File: src/rtl/mmio_uart_tx.sv
// ============================================================================
// Module      : mmio_uart_tx
// Description : Memory-mapped 8N1 UART transmitter with a small byte FIFO,
//               a data register at BASE_ADDR and a status register above it.
// Revision    : 1.0 - initial release
// ============================================================================
`default_nettype none

module mmio_uart_tx #(
    parameter logic [15:0] BASE_ADDR    = 16'hFF00,
    parameter int          CLKS_PER_BIT = 16,
    parameter int          FIFO_DEPTH   = 4
) (
    input  logic        clk,
    input  logic        rst,
    input  logic [15:0] addr,
    input  logic [15:0] wdata,
    input  logic        we,
    output logic [15:0] rdata,
    output logic        sel,
    output logic        tx
);

    localparam int PTR_W  = $clog2(FIFO_DEPTH);
    localparam int CNT_W  = PTR_W + 1;
    localparam int BAUD_W = $clog2(CLKS_PER_BIT);

    localparam logic [BAUD_W-1:0] BAUD_LAST = BAUD_W'(CLKS_PER_BIT - 1);
    localparam logic [CNT_W-1:0]  DEPTH_C   = CNT_W'(FIFO_DEPTH);
    localparam logic [15:0]       STAT_ADDR = BASE_ADDR + 16'd1;

    typedef enum logic [1:0] {
        ST_IDLE  = 2'd0,
        ST_START = 2'd1,
        ST_DATA  = 2'd2,
        ST_STOP  = 2'd3
    } state_t;

    // ------------------------------------------------------------------
    // Registers
    // ------------------------------------------------------------------
    logic [7:0]        fifo_q [FIFO_DEPTH];
    logic [PTR_W-1:0]  wptr_q, wptr_d;
    logic [PTR_W-1:0]  rptr_q, rptr_d;
    logic [CNT_W-1:0]  count_q, count_d;
    logic              ovf_q, ovf_d;

    state_t            state_q;
    logic [BAUD_W-1:0] baud_q;
    logic [2:0]        bit_idx_q;
    logic [7:0]        shift_q;
    logic              tx_q;

    // ------------------------------------------------------------------
    // Bus decode and FIFO handshake
    // ------------------------------------------------------------------
    logic hit_data;
    logic hit_stat;
    logic fifo_full;
    logic fifo_empty;
    logic baud_end;
    logic busy;
    logic push;
    logic push_drop;
    logic pop;
    logic ovf_clr;
    logic [7:0] fifo_head;
    logic unused_wdata_hi;

    assign hit_data   = (addr == BASE_ADDR);
    assign hit_stat   = (addr == STAT_ADDR);
    assign fifo_full  = (count_q == DEPTH_C);
    assign fifo_empty = (count_q == '0);
    assign baud_end   = (baud_q == BAUD_LAST);
    assign busy       = (state_q != ST_IDLE);
    assign fifo_head  = fifo_q[rptr_q];

    // Fullness is judged on the pre-edge count, so a same-edge pop never rescues a push.
    assign push      = we && hit_data && !fifo_full;
    assign push_drop = we && hit_data &&  fifo_full;
    assign ovf_clr   = we && hit_stat;
    assign pop       = !fifo_empty &&
                       ((state_q == ST_IDLE) || ((state_q == ST_STOP) && baud_end));

    assign unused_wdata_hi = ^wdata[15:8];

    always_comb begin
        wptr_d  = wptr_q;
        rptr_d  = rptr_q;
        count_d = count_q;
        ovf_d   = ovf_q;

        if (push) begin
            wptr_d = wptr_q + PTR_W'(1);
        end
        if (pop) begin
            rptr_d = rptr_q + PTR_W'(1);
        end

        case ({push, pop})
            2'b10:   count_d = count_q + CNT_W'(1);
            2'b01:   count_d = count_q - CNT_W'(1);
            default: count_d = count_q;
        endcase

        if (push_drop) begin
            ovf_d = 1'b1;
        end else if (ovf_clr) begin
            ovf_d = 1'b0;
        end
    end

    always_ff @(posedge clk or posedge rst) begin
        if (rst) begin
            wptr_q  <= '0;
            rptr_q  <= '0;
            count_q <= '0;
            ovf_q   <= 1'b0;
        end else begin
            wptr_q  <= wptr_d;
            rptr_q  <= rptr_d;
            count_q <= count_d;
            ovf_q   <= ovf_d;
        end
    end

    // Storage needs no reset: pointers and count alone define what is valid.
    always_ff @(posedge clk) begin
        if (push) begin
            fifo_q[wptr_q] <= wdata[7:0];
        end
    end

    // ------------------------------------------------------------------
    // Serial state machine, tx registered for a glitch-free line
    // ------------------------------------------------------------------
    always_ff @(posedge clk or posedge rst) begin
        if (rst) begin
            state_q   <= ST_IDLE;
            baud_q    <= '0;
            bit_idx_q <= 3'd0;
            shift_q   <= 8'd0;
            tx_q      <= 1'b1;
        end else begin
            case (state_q)
                ST_IDLE: begin
                    baud_q <= '0;
                    tx_q   <= 1'b1;
                    if (pop) begin
                        shift_q <= fifo_head;
                        state_q <= ST_START;
                        tx_q    <= 1'b0;
                    end
                end

                ST_START: begin
                    if (baud_end) begin
                        baud_q    <= '0;
                        bit_idx_q <= 3'd0;
                        state_q   <= ST_DATA;
                        tx_q      <= shift_q[0];
                    end else begin
                        baud_q <= baud_q + BAUD_W'(1);
                    end
                end

                ST_DATA: begin
                    if (baud_end) begin
                        baud_q  <= '0;
                        shift_q <= {1'b0, shift_q[7:1]};
                        if (bit_idx_q == 3'd7) begin
                            state_q <= ST_STOP;
                            tx_q    <= 1'b1;
                        end else begin
                            bit_idx_q <= bit_idx_q + 3'd1;
                            tx_q      <= shift_q[1];
                        end
                    end else begin
                        baud_q <= baud_q + BAUD_W'(1);
                    end
                end

                ST_STOP: begin
                    if (baud_end) begin
                        baud_q <= '0;
                        // Back-to-back frames: reload straight into a start bit.
                        if (pop) begin
                            shift_q <= fifo_head;
                            state_q <= ST_START;
                            tx_q    <= 1'b0;
                        end else begin
                            state_q <= ST_IDLE;
                        end
                    end else begin
                        baud_q <= baud_q + BAUD_W'(1);
                    end
                end

                default: begin
                    state_q <= ST_IDLE;
                    baud_q  <= '0;
                    tx_q    <= 1'b1;
                end
            endcase
        end
    end

    // ------------------------------------------------------------------
    // Outputs
    // ------------------------------------------------------------------
    always_comb begin
        rdata = 16'h0000;
        if (hit_stat) begin
            rdata = {12'h000, ovf_q, busy, fifo_empty, fifo_full};
        end
    end

    assign sel = hit_data || hit_stat;
    assign tx  = tx_q;

endmodule

`default_nettype wire
File: config.mk
export PLATFORM = sky130hd
export DESIGN_NAME = mmio_uart_tx
export DESIGN_NICKNAME = d
export VERILOG_FILES = /design/src/rtl/mmio_uart_tx.sv
export SDC_FILE = /design/constraint.sdc
export NUM_CORES = 1
export LEC_CHECK = 0
export CAP_MARGIN = 15
export CORE_MARGIN = 2
export CORE_UTILIZATION = 52
export CTS_CLUSTER_DIAMETER = 40
export DETAILED_ROUTE_END_ITERATION = 10
export PLACE_DENSITY = 0.8
export RECOVER_POWER = 50
export SYNTH_ARGS = -nofsm -noshare
export SYNTH_HDL_FRONTEND = slang
export SYNTH_SLANG_ARGS = --single-unit
export TNS_END_PERCENT = 100
File: constraint.sdc
create_clock -name clk -period 3.3 [get_ports clk]
set_clock_uncertainty 0.15 [all_clocks]
set_input_delay 0.495 -clock clk [delete_from_list [all_inputs] [get_ports clk]]
set_output_delay 0.495 -clock clk [all_outputs]
set_load 0.01 [all_outputs]
# Word-level counts from Yosys, hierarchy flattened
# Memory sizes are Yosys's and may differ from the RTL's.
# Index checks and enable logic that the tools add are counted.
# Widths: inputs -> output; s select.
# classes
reduce_logical,22
muxes,30
addsub,6
eq_ne,17
# ops
op,n
$eq 16x16->1 const B,2
$mux 8,3
$pmux 8 s3,1
$ne 2x2->1 const B,7
$pmux 3 s2,2
$mux 1,11
$mux 2,5
$mux 3,3
$mux 4,2
$pmux 2 s4,1
$pmux 4 s2,1
$reduce_and 4->1,2
$reduce_bool 2->1,4
$add 3x1->3 const B,2
$eq 2x2->1 const B,3
$eq 3x3->1 const B,2
$logic_and 1x1->1,6
$reduce_and 5->1,1
$add 2x1->2 const B,2
$add 4x1->4 const B,1
$eq 2x1->1 const B,2
$eq 4x4->1 const B,1
$pmux 1 s4,1
$logic_not 3->1,1
other kinds (7),9
# totals
output_inout_bits,18
mem_bits_rw,32
regBits,26
inputBits,35
elab_cells,85
mem_count,1
# memory_table
name,words,width,read_ports,rd_ports_with_merged_regs,wr,line,source
fifo_q,4,8,1,0,1,42,logic [7:0] fifo_q [FIFO_DEPTH];

# Depth between registers and ports, before layout
# Gate-level depths: netlist of the first run.
# depth
ltp_word,7
ltp_mapped,11

# Least setup slack after synthesis of the first run
# No wires, ideal clock.
# synth_timing
path_type,input to register
startpoint,input port addr[4]
endpoint,register count_q[2]
t_required_ns,3.025
path_stages,11
arrival_ns,2.586
setup_time_ns,0.125
slack_ns,0.439
path_cell_list,or4_4 nor4_4 and4b_1 buf_6 inv_1 ha_1 inv_1 fa_1 xor2_1 nor2_1 xor2_1
# synth_between
elab_chain_len,5
# synth_rtl
element,line,source
"start, declared",16,"input logic [15:0] addr,"
$eq 16x16->1 (*),70,assign hit_data = (addr == BASE_ADDR);
$logic_and 1x1->1 (*) (2 in series),79,assign push = we && hit_data && !fifo_full;
$eq 2x1->1 / $eq 2x2->1 (equally long branches),100,"case ({push, pop})"
$pmux 3 s2 / $reduce_bool 2->1 (equally long branches),n/a,
"end signal, assigned",122,count_q <= count_d;
"end, declared",45,"logic [CNT_W-1:0] count_q, count_d;"
# Every way passes the cells marked *; elsewhere a longest branch is shown, timed or not.
# A chain may end at the register's enable or synchronous reset.

# Worst setup path in the final report of the first run
# layout_timing
startpoint,input port addr[3]
endpoint,output port rdata[3]
# layout_between
elab_chain_len,2
# layout_rtl
element,line,source
$eq 16x16->1,71,assign hit_stat = (addr == STAT_ADDR);
$mux 4,213,if (hit_stat) begin
"end, declared",19,"output logic [15:0] rdata,"
# No other way between the ends.

==> impl_metrics.ini, run 1 <==
[global_routing]
grt_overflow = 0
antenna_found_initial = 0
grt_max_degree = 27
grt_pass1_wl_mm = 7.741
grt_pass1_vias = 1648
grt.total_usage_pct = 16.80

[clock_network]
clk_latency_ps = 330
numCtsBuffers = 9
cts_sinks = 58
cts-root-buf = clkbuf_8
htreeDepth = 3
cts_hold_buffers = 0
clk_pin_slew_worst_paths_ps = 70
cts.path.max_buffers = 2
cts_tree = built

[yosys]
synthTopCellsByArea = edfxtp_1, dfrtp_1, mux2_2
avgSynthCellArea_um2 = 14.17
async_flop_share_pct = 44.83
synth_cell_types = 43
yosysWarnings = 0
syn_area_um2 = 2806
synth_cells = 198
yosys_register_bits = 58
seq_area_frac_synth_pct = 57.47
synth-edff-count = 32
yosysTopAreaCell = edfxtp_1
synth_top_area_share_pct = 34.24
synth_flop_cell = edfxtp_1

[setup_path]
r2r_start = state_q[1]$_DFFE_PP0P_
r2r_end = count_q[2]$_DFFE_PP0P_
worstSetupEndpointType = output port
cp.required_ps = 2650
start_kind = input pin
critPathArrivalTime_ps = 2560
reg2reg_depth = 9
path_max_fanout = 4
reg2reg_setup_slack_ps = 860
crit_type = input pin to output port

[routing]
routedWlPerCell_um = 14.46
drc = 0
drt_first_pass_iters = 4
viasPerCell = 5.189
drt_iter0_markers = 72
vias = 1619
wirelength_mm = 4.510
antenna_left = 0

[final_layout]
area_growth_pct = 19.66
finalNetCount = 285
final_common_cell = edfxtp_1
num_antenna_cells = 0
layout-drive-gt1-share_pct = 21.90
most-common-layout-cells = edfxtp_1, dfrtp_1, clkdlybuf4s50_1

[floorplanning]
ios = 53
die_h_um = 77.47
num_rows = 26
core-area_um2 = 5172
die-area_um2 = 6001
initial_utilization_pct = 54.26
die_w_um = 77.47

[sta]
final_max_slew_viol_count = 0
fmax_mhz = 312.2
worst_slew_pin_slew_ps = 977.3
tns_ps = 0
worst_slack_ps = 96.55
finalHoldViolations = 0
slew_headroom_pct = 34.77
layout_min_cycle_time_ps = 3203
timing.hold.ws_ps = 350.1
rsz0062_at_grt = no
setup_viol_count_final = 0
post-route-period-util_pct = 97.07

[placed_design]
pre_cts_ws_ps = -4.101
gp_congestion = 0.7536
io_buffers = 32
post-dp-hpwl_mm = 3.252

[pwr]
p_leak_uw = 0.001371
powerDensity_nw_per_um2 = 428.2
irDropWorstVdd_mv = 0.4329

[run]
drv_cap = 0

[min_path]
holdCritPathClass = flip-flop to flip-flop
hold_path_startpoint = baud_q[0]$_DFF_PP0_
hold_depth = 1
whs_endpoint = baud_q[0]$_DFF_PP0_

[run_status]
status = finished clean
-- cell families (layout without fill, tap and decap cells) --
family | after synthesis | in the layout | share of synthesized area [%]
AO/OA/AOI/OAI | 23 | 23 | 5.573
XOR/XNOR | 7 | 7 | 2.185
adder cells (fa/ha/maj) | 13 | 13 | 6.063
buffers and inverters | 28 | 61 | 5.662
flip-flops | 58 | 58 | 57.47
multiplexers | 27 | 27 | 14.13
other | 1 | 12 | 0.1336
AND/OR/NAND/NOR | 41 | 41 | 8.783
-- synthesized netlist by cell type (5+ instances only) --
master and count:
edfxtp_1 32, dfrtp_1 25, mux2_2 17, buf_4 12, ha_1 12, inv_1 10
nor2_1 9, mux4_2 8, nand2_1 7, o21ai_0 6, a21oi_1 5
-- worst max-delay path by stage --
stage	start	endpoint	cells after the start	slack (ps)
global route	addr[3]	rdata[3]	5	30
floorplan	addr[4]	count_q[2]$_DFFE_PP0P_	11	440
global placement	addr[4]	rdata[0]	6	60
finish	addr[3]	rdata[3]	5	100
CTS	addr[4]	rdata[0]	6	3
detailed placement	addr[4]	rdata[0]	6	-4
-- cell type report --
class	count	area, um^2
clock inverter	7	70.07
sequential	58	1613
multi-input combinational	123	1080
timing repair buffer	35	346.6
clock buffer	9	123.9
fill	360	1814
tap	70	87.58
inverter	10	37.54
-- critical path: stages --
cell and delay (ps):
clkdlybuf4s50_1 410, or4b_4 560, nor4_4 330, and3_2 220, clkdlybuf4s50_1 540
-- state kept, by name, indices dropped and copies added, names as in the netlist --
signal,cells
shift_q,8
rptr_q,2
bit_idx_q,3
fifo_q,32
state_q,2
tx,1
wptr_q,2
baud_q,4
count_q,3
ovf_q,1
-- where the power goes --
part           total (uW)  leakage (uW)  internal [uW]  switching, uW
sequential            766      0.000608            766         0.0367
combinational        48.0      0.000674           26.3           21.7
clock                 624     0.0000889            345            280
total                1440       0.00137           1140            301
-- metrics by stage --
stage          utilization (%)  cells  area (um^2)  power (uW)
2_1_floorplan                -    209         2848       804.1
3_3_place_gp             60.89    295         3149       828.7
3_5_place_dp             60.89    295         3149       830.3
4_1_cts                  64.63    311         3343        1454
5_1_grt                  64.93    312         3358        1496
6_report                 64.93    312         3358        1438
-- per-layer routing --
layer / track usage, % / vias up / wire length, um
met5: 0 / - / 0
met4: 4.286 / 0 / 45
met3: 6.744 / 5 / 127
met2: 26.96 / 23 / 2331
met1: 21.41 / 808 / 2006
li1: - / 783 / -
-- repair_timing --
item	4_1_cts	5_1_grt
setup buffers	0	1
hold endpoints to repair	0	0
setup endpoints to repair	0	4
resized for setup	0	4
Power figures use the tool's default switching activity.
==> run 2: changes to the inputs <==
--- a/config.mk
+++ b/config.mk
@@ -5,6 +5,7 @@
 export SDC_FILE = /design/constraint.sdc
 export NUM_CORES = 1
 export LEC_CHECK = 0
+export ABC_CLOCK_PERIOD_IN_PS = 3300
 export CAP_MARGIN = 15
 export CORE_MARGIN = 2
 export CORE_UTILIZATION = 52
==> results of run 2 <==
Same layout as run 1: the final DEF is identical, and so are final timing and power.
==> patch (config.mk and constraints of run 1) <==
Encoding of `state_t`: now one-hot (4 bits for 4 states).
--- a/src/rtl/mmio_uart_tx.sv
+++ b/src/rtl/mmio_uart_tx.sv
@@ -29,11 +29,11 @@
     localparam logic [CNT_W-1:0]  DEPTH_C   = CNT_W'(FIFO_DEPTH);
     localparam logic [15:0]       STAT_ADDR = BASE_ADDR + 16'd1;
 
-    typedef enum logic [1:0] {
-        ST_IDLE  = 2'd0,
-        ST_START = 2'd1,
-        ST_DATA  = 2'd2,
-        ST_STOP  = 2'd3
+    typedef enum logic [3:0] {
+        ST_IDLE  = 4'b0001,
+        ST_START = 4'b0010,
+        ST_DATA  = 4'b0100,
+        ST_STOP  = 4'b1000
     } state_t;
 
     // ------------------------------------------------------------------
Function: no difference found for any inputs over 10 cycles, from zero or initial values and one cycle with rst high; not proved beyond that.
==> patch against run 1 <==
Largest cell class unchanged. Synthesized area is 4.9% higher. Non-clock buffer count increased by 3. Routed wire length rose by 12%. Critical endpoint is now rdata[1]. Sequential power increased by 3.1%. Worst setup slack better by 0.0031 ns. Final cell count is 9.3% higher. Sequential cell count grew 2. Total power grew 3.8%. The flow now finishes with violations (capacitance limit, slew limit). Utilization is 0.93 points lower. Final area is 4.3% higher. Largest power group unchanged.
==> patch: results (changes against run 1) <==
status=complete, but fails checks; failing checks=capacitance limit, slew limit; vias in the first global route=1810 (+9.8%); register area share after synthesis=0.5655 (-0.009201); largest stage delay on the critical path=0.54 ns (-0.02 ns); Clock Path Buffers=2 (unchanged); # DRC=0 (unchanged); largest net degree at the start of global routing=29 (+7.4%); WHS Path Cells=1 (unchanged); Clock transition at path regs=0.07 ns (about the same); FFs w/ async S/R, synth=0.4667 (+0.01839); Reg2Reg Depth=10 (+1); worst vdd ir=0.3867 mV (-11%); Worst EP arrival=2.56 ns (about the same); GRT Total Usage=0.1787 (+0.01070); Synth area leaders=edfxtp_1, dfrtp_1, mux4_2; EDFF count, synth=32 (unchanged); post-detailed-placement cell area=3299 um2 (+4.8%); Worst slew margin=-0.001835 (-0.3496); DRT Wirelength=5035 um (+12%); GR Layer Usage met2=0.2839 (+0.01433); CTS Buf Count=9 (unchanged); Root Driver=clkbuf_8; Vias/cell=5.305 (+2.2%); postcts setup bufs=0 (unchanged); Leakage=0.001359 uW (-0.87%); # port buffers=32 (unchanged); CTS H-tree depth=3 (unchanged); yosys warns=0 (unchanged); met3 usage=0.03977 (-0.02767); Layout fillers=408 (+13%); GR Util met1=0.2381 (+0.02398); slowest CP cell=or4_4; share of cells above drive strength 1=0.2007 (-0.01826); final net count=308 (+8.1%); worst skew pair latency=0.33 ns (about the same); Yosys cell types=47 (+9.3%); Worst Hold Class=flop to flop; Initial DRC Count=114 (+58%); worst-path fanout max=5 (+1); Routability Congestion=0.8276 (+9.8%); ANT cells=0 (unchanged); post-DP HPWL=3579 um (+10%); initial antenna violation count=0 (unchanged); drt pass-1 iters=4 (unchanged); # Max-Cap Violations=1 (+1); first-pass GRT wire length=8556 um (+11%); Pins Over Slew Limit=28 (+28); Largest regs=fifo_q: 32 flops, shift_q: 8 flops; top cells by count, synth=edfxtp_1, dfrtp_1, nand2_1; CTS-repair resized insts=0 (unchanged); Synth Flop Type=edfxtp_1
patch: changes by cell type in the layout (fill, tap and decap cells not counted), moves of 3 or more:
| cell | delta |
|---|---|
| nand2_1 | +19 |
| a21oi_1 | -4 |
| xor2_1 | +3 |
| buf_4 | +3 |
| dlymetal6s2s_1 | -3 |
| ha_1 | -4 |
| clkdlybuf4s50_1 | +3 |
| mux2_2 | -6 |
patch: layout make-up:
type / instances / area [um2] / area share
Inverter: 10 / 37.54 / 0.01072
Clock buffer: 9 / 123.9 / 0.03537
Clock inverter: 7 / 75.07 / 0.02144
Tap cell: 72 / 90.09 / 0.02572
Multi-Input combinational cell: 145 / 1150 / 0.3283
Timing Repair Buffer: 38 / 361.6 / 0.1033
Sequential cell: 60 / 1664 / 0.4752
patch: layer usage:
metal  part of all wire  vias to the layer above
met2               0.50                       53
met1               0.43                      876
met4              0.012                        0
met3              0.049                        6
li1                   -                      874
met5                  0                        -
patch: critical path: cells and delay by family:
| kind | cells | cell delay, ns |
|---|---|---|
| buf+inv | 2 | 0.94 |
| simple gates | 3 | 1.12 |
patch: kinds of logic (layout without fill, tap and decap cells):
| family | after synthesis | in the layout | synth area share |
|---|---|---|---|
| and+or+nand+nor | 70 | 70 | 0.1344 |
| AOI/OAI and AO/OA | 22 | 22 | 0.05528 |
| muxes | 22 | 22 | 0.1152 |
| buffers and inverters | 30 | 64 | 0.05783 |
| DFF | 60 | 60 | 0.5655 |
| adders and majority gates | 9 | 9 | 0.04082 |
| other | 1 | 12 | 0.001274 |
| xor gates and xnor gates | 10 | 10 | 0.02976 |
patch: final timing paths:
kind	startpoint	end	slack (ns)
worst min-delay path	baud_q[0]	baud_q[0]	0.31
min in group asynchronous	rst	count_q[1]	0.96
worst min register to register	baud_q[0]	baud_q[0]	0.31
max in group asynchronous	rst	state_q[2]	1.16
worst max-delay path	addr[1]	rdata[1]	0.1
worst max register to register	baud_q[0]	count_q[2]	0.71
patch: through the flow:
stage / util / power [uW] / instances / setup WS (ns) / hold WS [ns]
floorplan: - / 829.4 / 235 / 0.4242 / 0.2800
global placement: 0.6029 / 855.5 / 324 / 0.07645 / 0.2981
detailed placement: 0.6029 / 857.2 / 324 / 0.01764 / 0.3092
CTS: 0.6392 / 1506 / 340 / 0.06504 / 0.3175
global route: 0.6399 / 1538 / 341 / 0.007139 / 0.3708
finish: 0.6399 / 1493 / 341 / 0.09967 / 0.3135
patch: where the power goes:
part           total [uW]  leakage [uW]  internal, uW  switching [uW]
clock network         655     0.0000918           350             304
logic                48.7      0.000656          26.3            22.4
registers             790      0.000612           790          0.0361
total                1490       0.00136          1170             327
